[src/rtl/sigmoid_forward.sv]
// Binary32 sigmoid via the PLAN piecewise-linear approximation.
// Iterative: one operand in flight, fixed latency, ready/valid both sides.
module sigmoid_forward (
  input  logic        clk,
  input  logic        reset,
  input  logic        in_valid,
  output logic        in_ready,
  input  logic [31:0] in_data,
  output logic        out_valid,
  input  logic        out_ready,
  output logic [31:0] out_data
);

  typedef enum logic [2:0] {
    IDLE,
    UNPACK,
    SEGMENT,
    COMPLEMENT,
    NORMALIZE,
    PACK,
    DONE
  } state_t;

  localparam logic [24:0] ONE    = 25'h1000000;
  localparam logic [24:0] C_0500 = 25'h0800000;
  localparam logic [24:0] C_0625 = 25'h0A00000;
  localparam logic [24:0] C_0844 = 25'h0D80000;
  localparam logic [26:0] FX_1   = 27'h1000000;
  localparam logic [26:0] FX_2375 = 27'h2600000;
  localparam logic [26:0] FX_5   = 27'h5000000;
  localparam logic [31:0] QNAN   = 32'h7FC00000;

  state_t      state;
  logic [31:0] op;
  logic        s;
  logic        nan;
  logic        sat;
  logic        zero;
  logic [26:0] fx;
  logic [24:0] y;
  logic [4:0]  p;

  logic [7:0]  e;
  logic [26:0] mant;
  logic [26:0] fx_c;
  logic        nan_c;
  logic        sat_c;
  logic [24:0] y_seg;
  logic [4:0]  p_c;
  logic        zero_c;
  logic [7:0]  exp_c;
  logic [22:0] man_c;

  // fx is Q3.24: {1,M} carries 23 fraction bits, so the net shift is E-126
  always_comb begin
    e     = op[30:23];
    mant  = {3'b000, 1'b1, op[22:0]};
    fx_c  = '0;
    if (e == 8'd0)
      fx_c = '0;
    else if (e >= 8'd126)
      fx_c = mant << (e - 8'd126);
    else
      fx_c = mant >> (8'd126 - e);
    nan_c = (e == 8'hFF) && (op[22:0] != 23'd0);
    sat_c = (e >= 8'd130) || (fx_c >= FX_5);
  end

  always_comb begin
    y_seg = ONE;
    if (sat)
      y_seg = ONE;
    else if (fx < FX_1)
      y_seg = fx[26:2] + C_0500;
    else if (fx < FX_2375)
      y_seg = {1'b0, fx[26:3]} + C_0625;
    else
      y_seg = {3'b000, fx[26:5]} + C_0844;
  end

  always_comb begin
    p_c    = '0;
    zero_c = (y == 25'd0);
    for (int i = 0; i < 25; i++)
      if (y[i]) p_c = 5'(i);
  end

  always_comb begin
    exp_c = 8'd103 + {3'b000, p};
    man_c = 23'((y << (5'd24 - p)) >> 1);
  end

  always_ff @(posedge clk or posedge reset) begin
    if (reset) begin
      state     <= IDLE;
      in_ready  <= 1'b0;
      out_valid <= 1'b0;
      out_data  <= '0;
      op        <= '0;
      s         <= 1'b0;
      nan       <= 1'b0;
      sat       <= 1'b0;
      zero      <= 1'b0;
      fx        <= '0;
      y         <= '0;
      p         <= '0;
    end else begin
      unique case (state)
        IDLE: begin
          if (!in_ready) begin
            in_ready <= 1'b1;
          end else if (in_valid) begin
            op       <= in_data;
            in_ready <= 1'b0;
            state    <= UNPACK;
          end
        end
        UNPACK: begin
          s     <= op[31];
          nan   <= nan_c;
          sat   <= sat_c;
          fx    <= fx_c;
          state <= SEGMENT;
        end
        SEGMENT: begin
          y     <= y_seg;
          state <= COMPLEMENT;
        end
        COMPLEMENT: begin
          if (s) y <= ONE - y;
          state <= NORMALIZE;
        end
        NORMALIZE: begin
          p     <= p_c;
          zero  <= zero_c;
          state <= PACK;
        end
        PACK: begin
          if (nan)
            out_data <= QNAN;
          else if (zero)
            out_data <= '0;
          else
            out_data <= {1'b0, exp_c, man_c};
          state <= DONE;
        end
        // first DONE cycle only raises valid, giving the 8-cycle cadence
        DONE: begin
          if (!out_valid) begin
            out_valid <= 1'b1;
          end else if (out_ready) begin
            out_valid <= 1'b0;
            in_ready  <= 1'b1;
            state     <= IDLE;
          end
        end
        default: state <= IDLE;
      endcase
    end
  end

endmodule

[config.mk]
export PLATFORM = sky130hd
export DESIGN_NAME = sigmoid_forward
export DESIGN_NICKNAME = d
export VERILOG_FILES = /design/src/rtl/sigmoid_forward.sv
export SDC_FILE = /design/constraint.sdc
export NUM_CORES = 1
export LEC_CHECK = 0
export CORE_MARGIN = 2
export CORE_UTILIZATION = 63
export DETAILED_ROUTE_END_ITERATION = 10
export GPL_ROUTABILITY_DRIVEN = 1
export GPL_TIMING_DRIVEN = 1
export HOLD_SLACK_MARGIN = 0.12
export PLACE_DENSITY = 0.85
export SYNTH_ARGS = -nofsm -noshare
export SYNTH_HDL_FRONTEND = slang
export SYNTH_SLANG_ARGS = --single-unit
[constraint.sdc]
create_clock -name clk -period 6.95 [get_ports clk]
set_input_delay 1.39 -clock clk [delete_from_list [all_inputs] [get_ports clk]]
set_output_delay 1.39 -clock clk [all_outputs]
set_load 0.05 [all_outputs]
# == Yosys cells after proc, flatten, opt, wreduce, memory -nomap -nowiden ==
# Index checks and enable logic that the tools add are counted.
# totals
reg_bits,130
latch_bits,0
mem_bits_rw,0
rom_bits,0
output_inout_bits,34
word_cells,97
mem_count,0
# classes
n_addsub,8
multipliers,0
div_mod_pow,0
n_lt_le_gt_ge,5
eq_ne,12
shifts,3
mux,45
n_bitwise,0
n_reduce_logical,12
# ops
op,n
$mux W5,23
$mux W25,4
$mux W31,2
$mux W27,2
$pmux W25 S2,1
$ge A27 B27 Y1 const B,1
$lt A27 B25 Y1 const B,1
$lt A27 B26 Y1 const B,1
$shl A24 B8 Y27,1
$shr A24 B8 Y27,1
$add A22 B24 Y25 const B,1
$add A24 B24 Y25 const B,1
$add A25 B24 Y25 const B,1
$logic_not A25 Y1,1
$shl A25 B5 Y24,1
$sub A25 B25 Y25 const A,1
$reduce_bool A23 Y1,1
$pmux W3 S7,1
$mux W3,4
$ne A2 B2 Y1 const B,5
$eq A3 B3 Y1 const B,3
$add A7 B5 Y8 const A,1
$eq A8 B8 Y1 const B,1
$ge A8 B7 Y1 const B,1
16 further kinds,25

# == Logic depth before layout (Yosys ltp) ==
# Gate-level depths: netlist (run 1).
# depth
depth_word,24
ltp_mapped,16

# == Worst setup path after synthesis (run 1) ==
# No wires, ideal clock.
# synth_timing
path_type,reg2reg
start,reg op[23]
end,reg fx[3]
arrival_ps,3250
t_required_ps,6819
slack_ps,3568
stages_incl_launch_ff,15
path_buffers,7
synth_period_minus_slack_ps,3382
path_cell_list,dfrtp_1 > buf_2 > buf_2 > inv_2 > buf_2 > buf_2 > ha_1 > clkbuf_1 > buf_2 > buf_2 > mux4_2 > nand2_1 > o211ai_1 > o211ai_1 > nand4_1
# synth_between
elab_chain_cells,4
elab_cells_between_ends,8
# synth_lines
element,line,rtl
start: declaration,34,logic [31:0] op;
start signal: assignment,113,op <= in_data;
$sub A7 B8 Y8 or $sub A8 B7 Y8 (tied branches),"64, 62",
$shr A24 B8 Y27 or $shl A24 B8 Y27 (tied branches),"64, 62",
$mux W27,61,else if (e >= 8'd126)
$mux W27 *,59,if (e == 8'd0)
end signal: assignment,104,fx <= '0;
end signal: assignment,122,fx <= fx_c;
end: declaration,39,logic [26:0] fx;
# Every way passes the cells marked *; elsewhere a longest branch is shown, timed or not.
# A chain may end at the register's enable or synchronous reset.

# == Final worst setup path (run 1) ==
# layout_timing
start,reg op[24]
end,reg fx[8]
# The elaborated chain is that of the path after synthesis.

==> impl_results.md, run 1 <==
- Outcome: complete, no violations
- Type of element capturing the critical path: flop
- Worst hold stages: 2
- Final setup margin: 3.498 ns
- Filler Cells Inserted: roughly 1300
- Post-Place Setup Slack: ~3.6 ns
- Layout overhead on the synthesized area: 12.96%
- Cell count after synthesis: between 1000 and 1500
- Worst path cell trace: buf_4 > inv_1 > ha_1 > mux2_2 > o21ai_0 > nor2_1 > a31oi_1 > nor2_1 > a21oi_1 > o221ai_1
- Worst Reg-to-Reg Cells: 10
- Flip-flop and latch count after synthesis: 127
- Starting density of the core: a little under two thirds
- Final Hold Viols: 0
- Clock Tree Root: sky130_fd_sc_hd__clkbuf_16
- Type of the tightest min-delay check: flop to flop
- Hold Startpoint: out_data[16]
- I/O pin count: 70
- Category of the most critical setup path: flop to flop
- Non-filler instance count after layout: 1431
- Number of iterations in the first detailed-routing pass: 6
- Sum of routed wire length over all layers: roughly 29000 µm
- Unrepaired setup endpoints after global routing: false
- Sequential share of the synthesized area: around a third
- Cell type with the highest occurrence count on the critical path: sky130_fd_sc_hd__nor2_1
- Fin Setup TNS: 0 ns
- Die height: ~130 µm
- Fmax: ~290 MHz
- Number of failing setup endpoints in the final timing report: 0
- Die X: about 130 µm
- Number of maximum-capacitance constraint violations: 0
- Relative slew slack: approximately a fifth
- # resized after CTS: 0
- First-pass GRT wire length: roughly 46000 µm
- Number of violations reported at the end of detailed-routing iteration 0: between 800 and 900
- Total DRC errors in the routed layout: 0
- Endpoint arrival time on the critical path: about 3.7 ns
- Register-to-register path setup slack: approximately 3.5 ns
- Post-Syn Area per Cell: between 8 and 9 µm²
- Critical path launch point type: flop
- Async set or reset register ratio after synthesis: 100.0%
- CTS Hold Bufs: 0
- Via count of the first global-routing pass: about 9000
- Worst hold-check slack: between 0.4 and 0.5 ns
- Post-layout net count: between 1000 and 1500
- Cts bufs inserted: 17
- Max-slew violations: 0
- Total Die Area: about 17000 µm²
- Detailed Place HPWL: 20390 µm
- Vias per std cell: between 6 and 7
- Required time worst endpoint: between 7 and 8 ns
- Unique cell type count in the Yosys netlist: 72
- CTS max path bufs: 2
- Warnings from Yosys: 0
- Reg-to-reg critical path startpoint: op[24]
- Antenna-violating nets left: 0
- Clock tree sinks: roughly 130
- Pin count of the biggest net entering global routing: between 70 and 80
- Slowest cell on the critical path: sky130_fd_sc_hd__ha_1
- Post-synth EDFFs: 0
- Number of antenna violations at the first check in global routing: 0
- Combined area of all synthesized cells: 10090 µm²
- Post-CTS Setup Bufs: 0
- Routed wirelength normalized by instance count: about 20 µm
- Latest clock arrival within the worst-skew pair: around 0.44 ns
- Worst clock skew: roughly 0.0094 ns
- CTS tree: built
- Number of diodes added for antenna fixing: 0
- Endpoint of the worst register-to-register path: fx[8]
- Detailed-route via count: between 9000 and 10000
- Standard-cell row count: between 40 and 50
- Worst-Margin Slew: 1.201 ns
- Clock-pin transition on the worst setup and hold timing paths: ~0.060 ns
- Worst hold path endpoint: out_data[16]
- Placeable core region: around 16000 µm²
- Total placed cells including tap cells: approximately 1400
- Most used flip-flop cell after synthesis: sky130_fd_sc_hd__dfrtp_1
- Count of buffers from port buffering: a little under 70
- Share of the clock period used by the worst path after layout: 49.66%
- Max H-tree Level: 4
- Count of buffering cells on the critical path with inverters included: 2
- Grt ovf: 0
- Nets in the synthesized netlist: between 1000 and 1500
- Clock period minus worst slack: roughly 3.5 ns
- Family of cells with the greatest summed delay on the critical path: adder cells
- Layout cell share with drive strength beyond 1: between 10% and 20%
- Maximum net fanout on the critical path: 43
- Delay of the slowest cell on the worst path: slightly above 1 ns
- Overall routing resource usage: between 30% and 40%
- Placer Congestion: 0.9487
[cells in the mapped netlist (all sizes together) (5+ instances only)]
master	instances	area share (%)
nor2	99	3.7
o31ai	6	0.45
nand4	5	0.31
mux2i	71	7.0
dfrtp	127	32
a22oi	8	0.60
xor2	8	0.69
mux4	38	8.5
inv	32	1.2
ha	15	1.9
nand3	29	1.4
o21ai	109	5.4
a21o	8	0.60
a21oi	77	3.9
a211oi	18	1.3
o22ai	19	1.2
o211ai	17	1.3
a31oi	14	0.87
nor4	15	0.99
nor2b	8	0.50
xnor2	7	0.61
a22o	11	0.96
a32o	5	0.50
or3	6	0.37
o221ai	5	0.43
or2	5	0.33
mux2	42	4.7
nor3	35	1.9
clkbuf	72	2.7
buf	33	1.7
nand2b	7	0.43
nand2	181	6.7
[worst reg2reg max path: cells and delay by family (launching register included)]
kind / cells / cell delay (ns)
multiplexers: 1 / 0.43
buffers and inverters: 2 / 0.61
AO/OA/AOI/OAI: 4 / 0.77
adder cells (fa/ha/maj): 1 / 1.01
AND/OR/NAND/NOR: 2 / 0.14
flip-flops: 1 / 0.33
[worst max path at each step]
stage | startpoint | end | cells after the start
floorplan | reset | fx[10] | 1
global placement | op[24] | fx[8] | 10
detailed placement | op[24] | fx[8] | 10
CTS | op[24] | fx[8] | 10
global route | op[24] | fx[8] | 10
finish | op[24] | fx[8] | 10
[per-layer routing]
metal	track usage, %	wire length (µm)	up-vias
li1	-	-	4411
met1	41.35	10980	4521
met2	59.99	14420	418
met3	6.718	1657	118
met4	20.03	1498	0
met5	0	0	-
[sequential cells by signal, summed over array words and instances (netlist names)]
| register | count |
|---|---|
| fx | 25 |
| in_ready | 1 |
| nan | 1 |
| op | 32 |
| out_data | 31 |
| out_valid | 1 |
| p | 5 |
| s | 1 |
| sat | 1 |
| state | 3 |
| y | 25 |
| zero | 1 |
[cell usage in the layout (no fill, tap or decap), drive strengths merged, types with 25 or more instances in the layout]
| master | synthesis | routed |
|---|---|---|
| mux2 | 42 | 42 |
| nand3 | 29 | 29 |
| clkdlybuf4s50 | 0 | 68 |
| a21oi | 77 | 77 |
| mux2i | 71 | 71 |
| o21ai | 109 | 109 |
| inv | 32 | 37 |
| mux4 | 38 | 38 |
| nor3 | 35 | 35 |
| nand2 | 181 | 181 |
| dfrtp | 127 | 127 |
| nor2 | 99 | 99 |
| buf | 33 | 25 |
[cell type report]
| cell class | instances | area, µm² | area share, % |
|---|---|---|---|
| clock buffer | 17 | 425.4 | 3.733 |
| clock inverter | 15 | 158.9 | 1.395 |
| inverter | 32 | 122.6 | 1.076 |
| multi-input combinational | 931 | 6370 | 55.90 |
| sequential | 127 | 3179 | 27.90 |
| tap | 216 | 270.3 | 2.372 |
| timing repair buffer | 93 | 868.3 | 7.620 |
[stage by stage]
stage          instance area (µm²)  utilization, %
3_5_place_dp                 10810           68.55
6_report                     11390           72.25
3_3_place_gp                 10810           68.55
5_1_grt                      11390           72.25
4_1_cts                      11390           72.25
2_1_floorplan                10090               -
[cells by family after synthesis]
kind of cell    after synthesis  share of synthesized area (%)
buf+inv                     137                          5.582
flops                       127                          31.51
xor+xnor                     15                          1.302
fa+ha+maj                    15                          1.861
mux                         151                          20.22
compound gates              343                          21.55
simple gates                406                          17.95
other cells                   1                        0.03718
Power of run 1 is not shown: default switching activity piles up to over one toggle a cycle in this logic, so the estimate is an artifact.
==> run 2: changes to the inputs <==
--- a/config.mk
+++ b/config.mk
@@ -6,12 +6,12 @@
 export NUM_CORES = 1
 export LEC_CHECK = 0
 export CORE_MARGIN = 2
-export CORE_UTILIZATION = 63
+export CORE_UTILIZATION = 55
 export DETAILED_ROUTE_END_ITERATION = 10
 export GPL_ROUTABILITY_DRIVEN = 1
 export GPL_TIMING_DRIVEN = 1
 export HOLD_SLACK_MARGIN = 0.12
-export PLACE_DENSITY = 0.85
+export PLACE_DENSITY = 0.78
 export SYNTH_ARGS = -nofsm -noshare
 export SYNTH_HDL_FRONTEND = slang
 export SYNTH_SLANG_ARGS = --single-unit
==> constraint.sdc (replaced) <==
create_clock -name clk -period 2.9 [get_ports clk]
set_input_delay 0.58 -clock clk [delete_from_list [all_inputs] [get_ports clk]]
set_output_delay 0.58 -clock clk [all_outputs]
set_load 0.05 [all_outputs]
==> impl_results.md, run 2 (same netlist as run 1, synthesis figures left out) <==
- Delay of the slowest cell on the worst path: 0.50 ns (was 1.01 ns)
- Fin Setup TNS: 0 ns (unchanged)
- Highest-count cells in the layout ignoring fill and taps: 181 x sky130_fd_sc_hd__nand2_1, 126 x sky130_fd_sc_hd__dfrtp_1, 97 x sky130_fd_sc_hd__nor2_1, 76 x sky130_fd_sc_hd__a21oi_1, 71 x sky130_fd_sc_hd__mux2i_1 (unchanged)
- Worst clock skew: 0.008746 ns (was 0.009450 ns)
- Largest register by flop count: op (unchanged)
- Relative slew slack: 40.58% (was 19.93%)
- I/O pin count: 70 (unchanged)
- Starting density of the core: 56.15% (was 63.96%)
- CTS max path bufs: 2 (unchanged)
- Number of diodes added for antenna fixing: 0 (unchanged)
- Pin count of the biggest net entering global routing: 52 (was 76)
- Most common cell after layout, fill and taps aside: sky130_fd_sc_hd__nand2_1 (unchanged)
- Standard-cell row count: 49 (was 46)
- Die X: 139.4 µm (was 130.5 µm)
- Category of the most critical setup path: flop to flop (unchanged)
- Max-slew violations: 0 (unchanged)
- Latest clock arrival within the worst-skew pair: 0.43 ns (was 0.44 ns)
- Required time worst endpoint: 3.24 ns (was 7.23 ns)
- Slowest cell on the critical path: sky130_fd_sc_hd__nor2_1 (was sky130_fd_sc_hd__ha_1)
- Number of violations reported at the end of detailed-routing iteration 0: 1040 (was 897)
- First-pass GRT wire length: 47020 µm (was 46480 µm)
- # resized after CTS: 0 (unchanged)
- Standard cell area after detailed placement: 11100 µm² (was 10810 µm²)
- Register-to-register path setup slack: 0.26 ns (was 3.50 ns)
- Detailed-route via count: 9491 (was 9468)
- Number of iterations in the first detailed-routing pass: 6 (unchanged)
- Clock-pin transition on the worst setup and hold timing paths: 0.06 ns (about the same)
- Final Hold Viols: 0 (unchanged)
- Critical path launch point type: flop (unchanged)
- Largest register FFs: 32 (unchanged)
- Unrepaired setup endpoints after global routing: false (unchanged)
- Total Die Area: 19440 µm² (was 17040 µm²)
- Clock Tree Root: sky130_fd_sc_hd__clkbuf_16 (unchanged)
- Final design area excluding fillers: 11650 µm² (was 11390 µm²)
- Clock tree sinks: 127 (unchanged)
- Number of antenna violations at the first check in global routing: 0 (unchanged)
- CTS tree: built (unchanged)
- Type of element capturing the critical path: flop (unchanged)
- Layout cell share with drive strength beyond 1: 14.88% (was 13.00%)
- Total DRC errors in the routed layout: 0 (unchanged)
- Count of buffers from port buffering: 68 (unchanged)
- Worst hold-check slack: 0.4673 ns (was 0.4636 ns)
- Post-CTS Setup Bufs: 0 (unchanged)
- Grt ovf: 0 (unchanged)
- Worst-Margin Slew: 0.8891 ns (was 1.201 ns)
- Max H-tree Level: 4 (unchanged)
- Number of maximum-capacitance constraint violations: 0 (unchanged)
- Clock period minus worst slack: 2.643 ns (was 3.452 ns)
- Top Registers: op x32, out_data x31 (unchanged)
- Type of the tightest min-delay check: flop to flop (unchanged)
- Sum of routed wire length over all layers: 28490 µm (was 28560 µm)
- Outcome: complete, no violations (unchanged)
- Cell type with the highest occurrence count on the critical path: sky130_fd_sc_hd__o211ai_1 (was sky130_fd_sc_hd__nor2_1)
- Number of failing setup endpoints in the final timing report: 0 (unchanged)
- Die height: 139.4 µm (was 130.5 µm)
- Detailed Place HPWL: 21290 µm (was 20390 µm)
- Endpoint arrival time on the critical path: 2.98 ns (was 3.73 ns)
- Via count of the first global-routing pass: 9128 (was 9021)
- CTS Hold Bufs: 0 (unchanged)
- Cts bufs inserted: 17 (unchanged)
- Placer Congestion: 0.9289 (was 0.9487)
- Post-layout net count: 1282 (was 1253)
- Maximum net fanout on the critical path: 7 (was 43)
- Filler Cells Inserted: 1530 (was 1255)
- Worst path cell trace: ha_1 > buf_4 > nand4_1 > a211oi_1 > o221ai_1 > nor2_1 > o211ai_1 > o211ai_1 (was buf_4 > inv_1 > ha_1 > mux2_2 > o21ai_0 > nor2_1 > a31oi_1 > nor2_1 > a21oi_1 > o221ai_1)
- Overall routing resource usage: 29.58% (was 35.02%)
- Routed wirelength normalized by instance count: 19.35 µm (was 19.96 µm)
- Antenna-violating nets left: 0 (unchanged)
- Fmax: 378.3 MHz (was 289.7 MHz)
- Share of the clock period used by the worst path after layout: 91.15% (was 49.66%)
- Layout overhead on the synthesized area: 15.49% (was 12.96%)
- Vias per std cell: 6.448 (was 6.616)
- Placeable core region: 17960 µm² (was 15770 µm²)
[run 2: cell types whose count changed in the layout (fill, tap and decap cells not counted), sizes merged]
cell      delta
clkbuf       +2
bufinv       -1
buf         +29
inv          -3
clkinvlp     +1
[run 2: metrics by stage]
stage,setup slack (ns),instances,util [%]
detailed placement,0.2859,1441,61.77
global route,0.1037,1472,64.85
CTS,0.2498,1472,64.85
global placement,0.3139,1441,61.77
finish,0.2567,1472,64.85
floorplan,0.005514,1195,-
[run 2: cell type report]
cell class	instances	area (µm²)	area share, %
multi-input combinational	931	6370	54.68
sequential	127	3179	27.29
timing repair buffer	122	1136	9.752
clock buffer	19	442.9	3.802
tap	229	286.5	2.459
inverter	32	123.9	1.063
clock inverter	12	111.4	0.9559
[run 2: final timing paths]
check	cells past startpoint	to	from
max in group asynchronous	3	out_data[11]	reset
min	2	out_data[20]	out_data[20]
min in group asynchronous	2	fx[24]	reset
min reg2reg	2	out_data[20]	out_data[20]
max reg2reg	8	fx[13]	op[24]
max	8	fx[13]	op[24]
[run 2: critical path, delay by kind of cell (launching register included)]
kind,cells,cell delay (ns)
adder cells (fa/ha/maj),1,0.26
flip-flops,1,0.41
AO/OA/AOI/OAI,4,1.09
AND/OR/NAND/NOR,2,0.61
buffers and inverters,1,0.17
[run 2: per-layer routing]
metal / track usage (%) / share of wire, %
met2: 51.96 / 51
met4: 12.97 / 3.7
met3: 4.680 / 5.1
met1: 36.02 / 40
met5: 0 / 0
Power of run 2 is left out for the same reason.
==> run 3: changes to the inputs <==
--- a/config.mk
+++ b/config.mk
@@ -6,12 +6,12 @@
 export NUM_CORES = 1
 export LEC_CHECK = 0
 export CORE_MARGIN = 2
-export CORE_UTILIZATION = 55
+export CORE_UTILIZATION = 50
 export DETAILED_ROUTE_END_ITERATION = 10
 export GPL_ROUTABILITY_DRIVEN = 1
 export GPL_TIMING_DRIVEN = 1
 export HOLD_SLACK_MARGIN = 0.12
-export PLACE_DENSITY = 0.78
+export PLACE_DENSITY = 0.72
 export SYNTH_ARGS = -nofsm -noshare
 export SYNTH_HDL_FRONTEND = slang
 export SYNTH_SLANG_ARGS = --single-unit
==> impl_results.md, run 3 (same netlist as run 1, synthesis figures left out) <==
- Outcome: complete, no violations (unchanged)
- Largest register by flop count: op (unchanged)
- Top Registers: op x32, out_data x31 (unchanged)
- Standard-cell row count: 51 (was 49)
- Type of the tightest min-delay check: flop to flop (unchanged)
- Vias per std cell: 6.251 (was 6.448)
- Max H-tree Level: 4 (unchanged)
- Met1 wire length: 11550 µm (was 11310 µm)
- Multi-input gate area in the final layout: 6372 µm² (was 6370 µm²)
- First-pass GRT wire length: 47560 µm (was 47020 µm)
- Post-CTS Setup Bufs: 0 (unchanged)
- Number of diodes added for antenna fixing: 0 (unchanged)
- Filler Cells Inserted: 1802 (was 1530)
- Clock period minus worst slack: 2.737 ns (was 2.643 ns)
- Largest register FFs: 32 (unchanged)
- Total Die Area: 21330 µm² (was 19440 µm²)
- Share of the clock period used by the worst path after layout: 94.38% (was 91.15%)
- Worst-Margin Slew: 0.9351 ns (was 0.8891 ns)
- CTS tree: built (unchanged)
- Endpoint of the worst register-to-register path: fx[11] (was fx[13])
- I/O pin count: 70 (unchanged)
- Maximum net fanout on the critical path: 10 (was 7)
- Clock-pin transition on the worst setup and hold timing paths: 0.07 ns (was 0.06 ns)
- Layout cell share with drive strength beyond 1: 15.38% (was 14.88%)
- CTS max path bufs: 2 (unchanged)
- FF/Latch Area: 3179 µm² (unchanged)
- Worst path cell trace: buf_4 > ha_1 > inv_1 > o21ai_0 > a211oi_1 > o31ai_1 > or3_1 > buf_4 > nor3_1 > a221o_1 (was ha_1 > buf_4 > nand4_1 > a211oi_1 > o221ai_1 > nor2_1 > o211ai_1 > o211ai_1)
- Fmax: 365.4 MHz (was 378.3 MHz)
- Relative slew slack: 37.51% (was 40.58%)
- Endpoint arrival time on the critical path: 3.05 ns (was 2.98 ns)
- Delay of the slowest cell on the worst path: 0.59 ns (was 0.50 ns)
- Hold Startpoint: op[31] (was out_data[20])
- Number of maximum-capacitance constraint violations: 0 (unchanged)
- Cell type with the highest occurrence count on the critical path: sky130_fd_sc_hd__buf_4 (was sky130_fd_sc_hd__o211ai_1)
- Worst clock skew: 0.01093 ns (was 0.008746 ns)
- Number of iterations in the first detailed-routing pass: 6 (unchanged)
- Layout overhead on the synthesized area: 16.22% (was 15.49%)
- Starting density of the core: 51.32% (was 56.15%)
- Placer Congestion: 0.9543 (was 0.9289)
- Die X: 146.0 µm (was 139.4 µm)
- Pin count of the biggest net entering global routing: 48 (was 52)
- Fin Setup TNS: 0 ns (unchanged)
- Number of violations reported at the end of detailed-routing iteration 0: 900 (was 1040)
- Clock Tree Root: sky130_fd_sc_hd__clkbuf_16 (unchanged)
- Required time worst endpoint: 3.21 ns (was 3.24 ns)
- Final Hold Viols: 0 (unchanged)
- Reg-to-reg critical path startpoint: op[24] (unchanged)
- Routed wirelength normalized by instance count: 18.91 µm (was 19.35 µm)
- Detailed-route via count: 9458 (was 9491)
- Met2 Routed Length: 14390 µm (was 14650 µm)
- Cts bufs inserted: 17 (unchanged)
- Worst hold stages: 2 (unchanged)
- Antenna-violating nets left: 0 (unchanged)
- Latest clock arrival within the worst-skew pair: 0.43 ns (about the same)
- Category of the most critical setup path: flop to flop (unchanged)
- Most common cell after layout, fill and taps aside: sky130_fd_sc_hd__nand2_1 (unchanged)
- Critical path launch point type: flop (unchanged)
- Unrepaired setup endpoints after global routing: false (unchanged)
- Overall routing resource usage: 27.34% (was 29.58%)
- Die height: 146.0 µm (was 139.4 µm)
- Number of antenna violations at the first check in global routing: 0 (unchanged)
- Worst hold path endpoint: s (was out_data[20])
- Via count of the first global-routing pass: 8980 (was 9128)
- Worst Reg-to-Reg Cells: 10 (was 8)
- Highest-count cells in the layout ignoring fill and taps: 181 x sky130_fd_sc_hd__nand2_1, 126 x sky130_fd_sc_hd__dfrtp_1, 96 x sky130_fd_sc_hd__nor2_1, 76 x sky130_fd_sc_hd__a21oi_1, 71 x sky130_fd_sc_hd__mux2i_1 (was 181 x sky130_fd_sc_hd__nand2_1, 126 x sky130_fd_sc_hd__dfrtp_1, 97 x sky130_fd_sc_hd__nor2_1, 76 x sky130_fd_sc_hd__a21oi_1, 71 x sky130_fd_sc_hd__mux2i_1)
- Detailed Place HPWL: 21530 µm (was 21290 µm)
- Type of element capturing the critical path: flop (unchanged)
- Clock tree sinks: 127 (unchanged)
- Total DRC errors in the routed layout: 0 (unchanged)
- Top sig layer: met4 (unchanged)
- Grt ovf: 0 (unchanged)
- Sum of routed wire length over all layers: 28610 µm (was 28490 µm)
- Slowest cell on the critical path: sky130_fd_sc_hd__o31ai_1 (was sky130_fd_sc_hd__nor2_1)
- Max-slew violations: 0 (unchanged)
- Number of failing setup endpoints in the final timing report: 0 (unchanged)
- Register-to-register path setup slack: 0.16 ns (was 0.26 ns)
- Placeable core region: 19650 µm² (was 17960 µm²)
- Count of buffers from port buffering: 68 (unchanged)
- Post-layout net count: 1286 (was 1282)
- Met3 layer wire length in the routed design: 1377 µm (was 1458 µm)
[run 3: worst max-delay path by stage]
| stage | from | endpoint | slack [ns] |
|---|---|---|---|
| after floorplan | op[23] | fx[2] | 0.006 |
| after global placement | op[24] | fx[13] | 0.14 |
| after detailed placement | op[24] | fx[13] | 0.17 |
| after CTS | op[24] | fx[13] | 0.15 |
| after global routing | op[25] | fx[11] | 0.02 |
| final | op[24] | fx[11] | 0.16 |
[run 3: worst max-delay path, delay by kind of cell (launching register included)]
| family | cells | cell delay [ns] |
|---|---|---|
| compound gates | 4 | 1.18 |
| fa+ha+maj | 1 | 0.21 |
| buf+inv | 3 | 0.44 |
| simple gates | 2 | 0.38 |
| flops | 1 | 0.41 |
[run 3: metal layers]
| layer | GRT usage [%] | up-vias |
|---|---|---|
| li1 | - | 4482 |
| met1 | 32.78 | 4531 |
| met2 | 47.41 | 364 |
| met3 | 5.250 | 81 |
| met4 | 13.06 | 0 |
| met5 | 0 | - |
[run 3: cell type report]
cell class / count / area share (%)
Clock buffer: 18 / 3.746
Clock inverter: 14 / 1.057
Inverter: 32 / 1.057
Multi-Input combinational cell: 931 / 54.35
Sequential cell: 127 / 27.12
Tap cell: 265 / 2.828
Timing Repair Buffer: 126 / 9.840
[run 3: repair_timing]
item / in CTS / in global routing
hold buffers: 0 / 0
gates resized for setup: 0 / 1
setup endpoints to repair: 0 / 3
[run 3: per-stage QoR]
stage | util, % | instances | hold slack [ns] | area, µm² | worst slack [ns]
final | 59.65 | 1513 | 0.4731 | 11720 | 0.1630
after global routing | 59.65 | 1513 | 0.5025 | 11720 | 0.02115
after CTS | 59.64 | 1513 | 0.4806 | 11720 | 0.1531
after detailed placement | 56.77 | 1481 | 0.4669 | 11160 | 0.1704
after global placement | 56.77 | 1481 | 0.4522 | 11160 | 0.1390
after floorplan | - | 1195 | 0.4348 | 10120 | 0.005514
Power of run 3 is left out for the same reason.
